## src/rtl/prach_pkg.sv

```systemverilog
// Shared definitions for the PRACH conversion mixer: sizes, mixer state
// encoding, sideband payload and the rounding / saturation helpers.
package prach_pkg;

  localparam int unsigned NumChn      = 256;
  localparam int unsigned DataWidth   = 16;
  localparam int unsigned NcoFracBits = 14;
  localparam int unsigned ChnWidth    = 8;
  localparam int unsigned ProdWidth   = 2 * DataWidth;
  localparam int unsigned SumWidth    = ProdWidth + 1;
  localparam int unsigned PipeDelay   = 4;

  typedef enum logic [1:0] {
    IDLE = 2'd0,
    RUN  = 2'd1,
    ERR  = 2'd2
  } mix_state_e;

  // Sideband travelling alongside the data pipeline
  typedef struct packed {
    logic                sync;
    logic [ChnWidth-1:0] chn;
    logic                valid;
  } side_t;

  localparam logic signed [SumWidth-1:0] RndHalf = SumWidth'(1) << (NcoFracBits - 1);
  localparam logic signed [SumWidth-1:0] SatMax  = SumWidth'((1 << (DataWidth - 1)) - 1);
  localparam logic signed [SumWidth-1:0] SatMin  = ~SatMax;

  // Round half-up, then drop the NCO fraction bits (arithmetic shift)
  function automatic logic signed [SumWidth-1:0] rnd_half_up(input logic signed [SumWidth-1:0] s);
    logic signed [SumWidth-1:0] t;
    t = s + RndHalf;
    return t >>> NcoFracBits;
  endfunction

  // Clamp to the output range; returns {clipped, value}
  function automatic logic [DataWidth:0] sat_data(input logic signed [SumWidth-1:0] r);
    if (r > SatMax) begin
      return {1'b1, DataWidth'(SatMax)};
    end else if (r < SatMin) begin
      return {1'b1, DataWidth'(SatMin)};
    end
    return {1'b0, DataWidth'(r)};
  endfunction

endpackage

```

## src/rtl/prach_cmult.sv

```systemverilog
// Pipelined multiply by the conjugate phasor with half-up rounding:
//   re_o = re*cos + im*sin, im_o = im*cos - re*sin  (3 register stages)
// Macro PRACH_MIXER_SAT_EN selects saturation (and adds sat_o); otherwise
// the rounded result wraps to DataWidth bits.
// Ports: clk, rst_n, re_i/im_i (sample), cos_i/sin_i (NCO), re_o/im_o, sat_o.
module prach_cmult
  import prach_pkg::*;
(
  input  logic                        clk,
  input  logic                        rst_n,
  input  logic signed [DataWidth-1:0] re_i,
  input  logic signed [DataWidth-1:0] im_i,
  input  logic signed [DataWidth-1:0] cos_i,
  input  logic signed [DataWidth-1:0] sin_i,
  output logic signed [DataWidth-1:0] re_o,
  output logic signed [DataWidth-1:0] im_o
`ifdef PRACH_MIXER_SAT_EN
  ,
  output logic                        sat_o
`endif
);

  logic signed [ProdWidth-1:0] p_rc_q, p_is_q, p_ic_q, p_rs_q;
  logic signed [SumWidth-1:0]  sum_re_q, sum_im_q;
  logic signed [SumWidth-1:0]  rnd_re_c, rnd_im_c;
  logic signed [DataWidth-1:0] re_q, im_q;

  always_comb begin
    rnd_re_c = rnd_half_up(sum_re_q);
    rnd_im_c = rnd_half_up(sum_im_q);
  end

`ifdef PRACH_MIXER_SAT_EN
  logic [DataWidth:0] sat_re_c, sat_im_c;
  logic               sat_q;

  always_comb begin
    sat_re_c = sat_data(rnd_re_c);
    sat_im_c = sat_data(rnd_im_c);
  end
`endif

  // Multiply, add, round/reduce
  always_ff @(posedge clk) begin
    if (!rst_n) begin
      p_rc_q   <= '0;
      p_is_q   <= '0;
      p_ic_q   <= '0;
      p_rs_q   <= '0;
      sum_re_q <= '0;
      sum_im_q <= '0;
      re_q     <= '0;
      im_q     <= '0;
`ifdef PRACH_MIXER_SAT_EN
      sat_q    <= 1'b0;
`endif
    end else begin
      p_rc_q   <= ProdWidth'(re_i) * ProdWidth'(cos_i);
      p_is_q   <= ProdWidth'(im_i) * ProdWidth'(sin_i);
      p_ic_q   <= ProdWidth'(im_i) * ProdWidth'(cos_i);
      p_rs_q   <= ProdWidth'(re_i) * ProdWidth'(sin_i);
      sum_re_q <= SumWidth'(p_rc_q) + SumWidth'(p_is_q);
      sum_im_q <= SumWidth'(p_ic_q) - SumWidth'(p_rs_q);
`ifdef PRACH_MIXER_SAT_EN
      re_q     <= sat_re_c[DataWidth-1:0];
      im_q     <= sat_im_c[DataWidth-1:0];
      sat_q    <= sat_re_c[DataWidth] | sat_im_c[DataWidth];
`else
      re_q     <= DataWidth'(rnd_re_c);
      im_q     <= DataWidth'(rnd_im_c);
`endif
    end
  end

  assign re_o = re_q;
  assign im_o = im_q;
`ifdef PRACH_MIXER_SAT_EN
  assign sat_o = sat_q;
`endif

endmodule

```

## src/rtl/prach_delay.sv

```systemverilog
// Fixed-latency shift register with synchronous active-low clear.
// Ports: clk, rst_n, d_i (W bits in), q_o (d_i delayed DELAY cycles).
module prach_delay #(
  parameter int unsigned W     = 1,
  parameter int unsigned DELAY = 4
) (
  input  logic         clk,
  input  logic         rst_n,
  input  logic [W-1:0] d_i,
  output logic [W-1:0] q_o
);

  logic [W-1:0] pipe_q [DELAY];

  always_ff @(posedge clk) begin
    if (!rst_n) begin
      for (int unsigned k = 0; k < DELAY; k++) pipe_q[k] <= '0;
    end else begin
      pipe_q[0] <= d_i;
      for (int unsigned k = 1; k < DELAY; k++) pipe_q[k] <= pipe_q[k-1];
    end
  end

  assign q_o = pipe_q[DELAY-1];

endmodule

```

## src/rtl/prach_conv_mixer.sv

```systemverilog
// PRACH down-conversion mixer: checks frame alignment between the TDM IQ
// stream and the NCO stream, then mixes accepted samples with the conjugate
// phasor. Latency 4 cycles (input reg + 3-stage complex multiply).
// Macro PRACH_MIXER_SAT_EN enables output saturation and the sat_flag port.
// Ports: clk, rst_n (sync, active-low); din_i/din_q/din_sync (samples);
//   nco_cos/nco_sin/nco_chn/nco_sync (NCO stream); err_clr;
//   dout_i/dout_q/dout_chn/dout_sync/dout_valid; err_align (sticky); sat_flag.
module prach_conv_mixer
  import prach_pkg::*;
(
  input  logic                 clk,
  input  logic                 rst_n,
  input  logic [DataWidth-1:0] din_i,
  input  logic [DataWidth-1:0] din_q,
  input  logic                 din_sync,
  input  logic [DataWidth-1:0] nco_cos,
  input  logic [DataWidth-1:0] nco_sin,
  input  logic [ChnWidth-1:0]  nco_chn,
  input  logic                 nco_sync,
  input  logic                 err_clr,
  output logic [DataWidth-1:0] dout_i,
  output logic [DataWidth-1:0] dout_q,
  output logic [ChnWidth-1:0]  dout_chn,
  output logic                 dout_sync,
  output logic                 dout_valid,
  output logic                 err_align
`ifdef PRACH_MIXER_SAT_EN
  ,
  output logic                 sat_flag
`endif
);

  mix_state_e          state_q;
  logic [ChnWidth-1:0] cnt_q;
  logic                err_q;
  logic                coinc_c, err_evt_c, accept_c;
  logic [ChnWidth-1:0] chn_c;
  logic [DataWidth-1:0] s1_re_q, s1_im_q, s1_cos_q, s1_sin_q;
  side_t               side_c, side_q;

  // Alignment check; chn_c is both the expected NCO channel and the loaded count
  always_comb begin
    coinc_c   = din_sync & nco_sync;
    chn_c     = coinc_c ? '0 : cnt_q + ChnWidth'(1);
    err_evt_c = 1'b0;
    if (state_q == RUN) begin
      err_evt_c = (din_sync ^ nco_sync) | (nco_chn != chn_c);
    end
    accept_c  = (state_q == RUN) ? !err_evt_c : coinc_c;
  end

  // Lock FSM, channel counter and sticky error (error beats clear)
  always_ff @(posedge clk) begin
    if (!rst_n) begin
      state_q <= IDLE;
      cnt_q   <= '0;
      err_q   <= 1'b0;
    end else begin
      if (err_evt_c) begin
        state_q <= ERR;
      end else if (accept_c) begin
        state_q <= RUN;
      end
      if (accept_c) cnt_q <= chn_c;
      if (err_evt_c) begin
        err_q <= 1'b1;
      end else if (err_clr) begin
        err_q <= 1'b0;
      end
    end
  end

  // Input stage; rejected samples enter as zero so dout reads 0 when invalid
  always_ff @(posedge clk) begin
    if (!rst_n) begin
      s1_re_q  <= '0;
      s1_im_q  <= '0;
      s1_cos_q <= '0;
      s1_sin_q <= '0;
    end else begin
      s1_re_q  <= accept_c ? din_i   : '0;
      s1_im_q  <= accept_c ? din_q   : '0;
      s1_cos_q <= accept_c ? nco_cos : '0;
      s1_sin_q <= accept_c ? nco_sin : '0;
    end
  end

  always_comb begin
    side_c       = '0;
    side_c.valid = accept_c;
    side_c.chn   = accept_c ? chn_c : '0;
    side_c.sync  = accept_c & coinc_c;
  end

  prach_delay #(
    .W     ($bits(side_t)),
    .DELAY (PipeDelay)
  ) u_side_dly (
    .clk   (clk),
    .rst_n (rst_n),
    .d_i   (side_c),
    .q_o   (side_q)
  );

  prach_cmult u_cmult (
    .clk   (clk),
    .rst_n (rst_n),
    .re_i  (s1_re_q),
    .im_i  (s1_im_q),
    .cos_i (s1_cos_q),
    .sin_i (s1_sin_q),
    .re_o  (dout_i),
    .im_o  (dout_q)
`ifdef PRACH_MIXER_SAT_EN
    ,
    .sat_o (sat_flag)
`endif
  );

  assign dout_valid = side_q.valid;
  assign dout_chn   = side_q.chn;
  assign dout_sync  = side_q.sync;
  assign err_align  = err_q;

endmodule

```

## config.mk

```make
export PLATFORM = sky130hd
export DESIGN_NAME = prach_conv_mixer
export DESIGN_NICKNAME = d
export VERILOG_FILES = /design/src/rtl/prach_pkg.sv /design/src/rtl/prach_cmult.sv /design/src/rtl/prach_delay.sv /design/src/rtl/prach_conv_mixer.sv
export SDC_FILE = /design/constraint.sdc
export NUM_CORES = 2
export LEC_CHECK = 0
export CAP_MARGIN = 20
export CORE_UTILIZATION = 39
export CTS_BUF_LIST = sky130_fd_sc_hd__clkbuf_4 sky130_fd_sc_hd__clkbuf_8
export CTS_CLUSTER_SIZE = 16
export DETAILED_ROUTE_END_ITERATION = 8
export PLACE_DENSITY = 0.66
export SKIP_CTS_REPAIR_TIMING = 1
export SYNTH_ARGS = -nofsm -noshare
export SYNTH_HDL_FRONTEND = slang
export SYNTH_SLANG_ARGS = --single-unit
```

## constraint.sdc

```tcl
create_clock -name clk -period 7.4 [get_ports clk]
set_clock_uncertainty 0.15 [all_clocks]
set_input_delay 1.48 -clock clk [delete_from_list [all_inputs] [get_ports clk]]
set_output_delay 1.48 -clock clk [all_outputs]
set_load 0.005 [all_outputs]
```

==> qor.tcl <==
set qor(syn-cell-area_um2) 48100
set qor(worstReg2RegStart) {s1_sin_q[10]}
set qor(dp_hpwl_um) 101000
set qor(postRouteAntennaNets) 0
set qor(fin_crit_sh) 0.946
set qor(grt_pass1_wl_um) 201000
set qor(die_ht_um) 353
set qor(post_synth.cell_area_avg_um2) 9.20
set qor(clock_path_buffers) 3
set qor(fin_hold_ws_ps) 271
set qor(setup_slack_ps) 401
set qor(io_pins) 120
set qor(drtPass1Iterations) 8
set qor(synth_cell_type_count) 79
set qor(average_routed_wire_per_standard_cell_um) 17.8
set qor(drt-total-wl_um) 124000
set qor(endpoint_class_of_the_critical_path) {register}
set qor(asyncSetResetFlopFracSynth) 0
set qor(cts_tree) {built}
set qor(synth-edff-count) 0
set qor(total_power_uw) 4570
set qor(cp_data_arrival_time_ps) 7520
set qor(worst_pin_slew_ps) 1030
set qor(synth_top_area_share) 0.413
set qor(h-tree-depth) 2
set qor(clkSinkCount) 301
set qor(final.setup.tns_ps) 0
set qor(initialDrtViolationCount) 1929
set qor(grt_use_total) 0.207
set qor(critical_path_rt_ps) 7920
set qor(unrepaired_setup_endpoints_after_global_routing) {false}
set qor(grt_pass1_vias) 36800
set qor(drive_above_1_share) 0.0480
set qor(slew_headroom) 0.311
set qor(n_fill_cell) 11900
set qor(worst_setup_path_start_kind) {register}
set qor(min-delay-path-class) {reg -> reg}
set qor(time_the_final_worst_path_needs_with_i_o_delays_and_setup_ps) 7000
set qor(synth_seq_area_share) 0.125
set qor(syn_to_final_growth_pct) 9.77
set qor(port-buffer-count) 119
set qor(post-route-drc-count) 0
set qor(mostFrequentLayoutCell) {inv_1}
set qor(vdd.ir_drop.worst_uv) 129
set qor(r2r_slack_ps) 400
set qor(leakagePower_uw) 0.0269
set qor(critical_path_peak_fanout) 22
set qor(finalWeightedCongestion) 0.911
set qor(dieWidth_um) 353
set qor(worstSetupEndpoint) {u_cmult.p_is_q[28]}
set qor(synth_ff_type) {dfxtp_1}
set qor(grt_start_max_net_pins) 89
set qor(placement.setup.worst_slack_ps) 340
set qor(cts.reportedPaths.clkPinSlew_ps) 60
set qor(floorplan.die_area_um2) 125000
set qor(critPathKind) {reg -> reg}
set qor(rows) 128
set qor(top_achievable_clock_speed_mhz) 143
set qor(fin_nets) 6727
set qor(synth.top_cells.by_area) {fa_1, dfxtp_1, ha_1, inv_1, and2_1}
set qor(route.detailed.vias_per_inst) 4.88
set qor(vias) 34000
set qor(clk-insertion-delay-late_ps) 820
set qor(core_region_area_um2) 122000
set qor(yosysWarningCount) 0
set qor(timing.critical_path.from) {s1_sin_q[10]}
set qor(worst_r2r_endpoint) {u_cmult.p_is_q[28]}
set qor(timing.max_cap.violations) 0
set qor(mappedNetlistNets) 6667
set qor(timing.reg2reg.worst_path_depth) 20
set qor(floorplan.initialDensity) 0.394
set qor(result_of_the_run) {finished clean}
set qor(report.final.slew_viol_count) 0
set qor(layout.cells.most_common_list) {inv_1, fa_1, and2_1}
set qor(synthDominantAreaCellType) {fa_1}
set qor(cts-root-buf) {clkbuf_8}
set qor(report.final.setup_viol) 0
set qor(finalHoldViolCount) 0
set qor(gr-total-overflow) 0
set qor(synth_cells) 5222
set qor(power_dens_cells_nw_per_um2) 86.6
set qor(number_of_antenna_violations_at_the_first_check_in_global_routing) 4
set qor(ys_ff_latch) 301
set qor(hp-start) {u_side_dly.pipe_q[1][0]}
set qor(cts_inserted_buffers) 60
-- cells by family (layout without fill, tap and decap cells) --
family,count (synthesis),after routing,share of synthesized area
muxes,1,1,0.000469
AOI/OAI and AO/OA,342,342,0.0482
other,0,2,0
DFF,301,301,0.125
xor gates and xnor gates,213,213,0.0391
and+or+nand+nor,1588,1588,0.166
buffers and inverters,1409,1519,0.110
adders and majority gates,1368,1368,0.511
-- metrics by stage --
stage / cell area [um2] / std cells / utilization
after global routing: 52800 / 6958 / 0.432
after detailed placement: 51300 / 6845 / 0.420
after floorplan: 48100 / 5222 / -
after CTS: 52700 / 6957 / 0.432
final: 52800 / 6959 / 0.432
after global placement: 51300 / 6845 / 0.420
-- cell usage after synthesis (57+ instances only) --
master / count
inv_1: 1173
fa_1: 992
and2_1: 548
nand2_1: 531
ha_1: 376
dfxtp_1: 301
nor2_1: 240
clkbuf_1: 232
xnor2_1: 126
a21oi_1: 96
and3_1: 93
xor2_1: 86
a21o_1: 57
-- critical path: stages (launching register included) --
cell and delay [ps]:
dfxtp_1 720, buf_4 440, nand2_1 130, fa_1 550, inv_1 60, fa_1 550, fa_1 440, fa_1 460
fa_1 490, inv_1 50, fa_1 510, inv_1 50, ha_1 370, nand4_1 230, or2_2 340, nor3_1 430
o21ai_0 300, o2111ai_1 260, a21oi_1 110, xor2_1 160, nor2_1 50
-- sequential cells by signal, summed over array words and instances (netlist names) --
name	count
u_side_dly.pipe_q	40
u_cmult.p_ic_q	30
u_cmult.p_is_q	30
u_cmult.p_rc_q	30
u_cmult.p_rs_q	30
u_cmult.sum_im_q	17
u_cmult.sum_re_q	17
s1_cos_q	16
s1_im_q	16
s1_re_q	16
s1_sin_q	16
u_cmult.im_o	16
u_cmult.re_o	16
cnt_q	8
state_q	2
err_align	1
-- worst min path at each step --
stage	to	slack, ps	cells past startpoint
after floorplan	u_side_dly.pipe_q[1][0]	260	1
after global placement	u_side_dly.pipe_q[2][2]	260	1
after detailed placement	u_side_dly.pipe_q[2][4]	270	1
after CTS	u_side_dly.pipe_q[2][0]	270	1
after global routing	u_side_dly.pipe_q[1][4]	300	1
final	u_side_dly.pipe_q[2][0]	270	1
-- where the power goes --
group | total (uW) | switching, uW | internal (uW)
Clock | 2050 | 860 | 1190
Sequential | 1790 | 90.1 | 1700
Combinational | 733 | 419 | 314
-- metal layers --
layer,global-route usage,up-vias,routed length [um]
li1,-,15600,-
met1,0.266,17200,52600
met2,0.345,989,58500
met3,0.0292,225,7170
met4,0.0930,0,5970
met5,0,-,0
-- area by class of cell --
type	count	area (um2)	share of cell area
Multi-Input combinational cell	3512	36700	0.696
Sequential cell	301	6030	0.114
Inverter	1174	4410	0.0836
Timing Repair Buffer	233	2090	0.0397
Tap cell	1625	2030	0.0385
Clock buffer	81	1050	0.0199
Clock inverter	31	383	0.00726
Antenna cell	2	5.00	0.0000949
(Power assumes the default switching activity.)
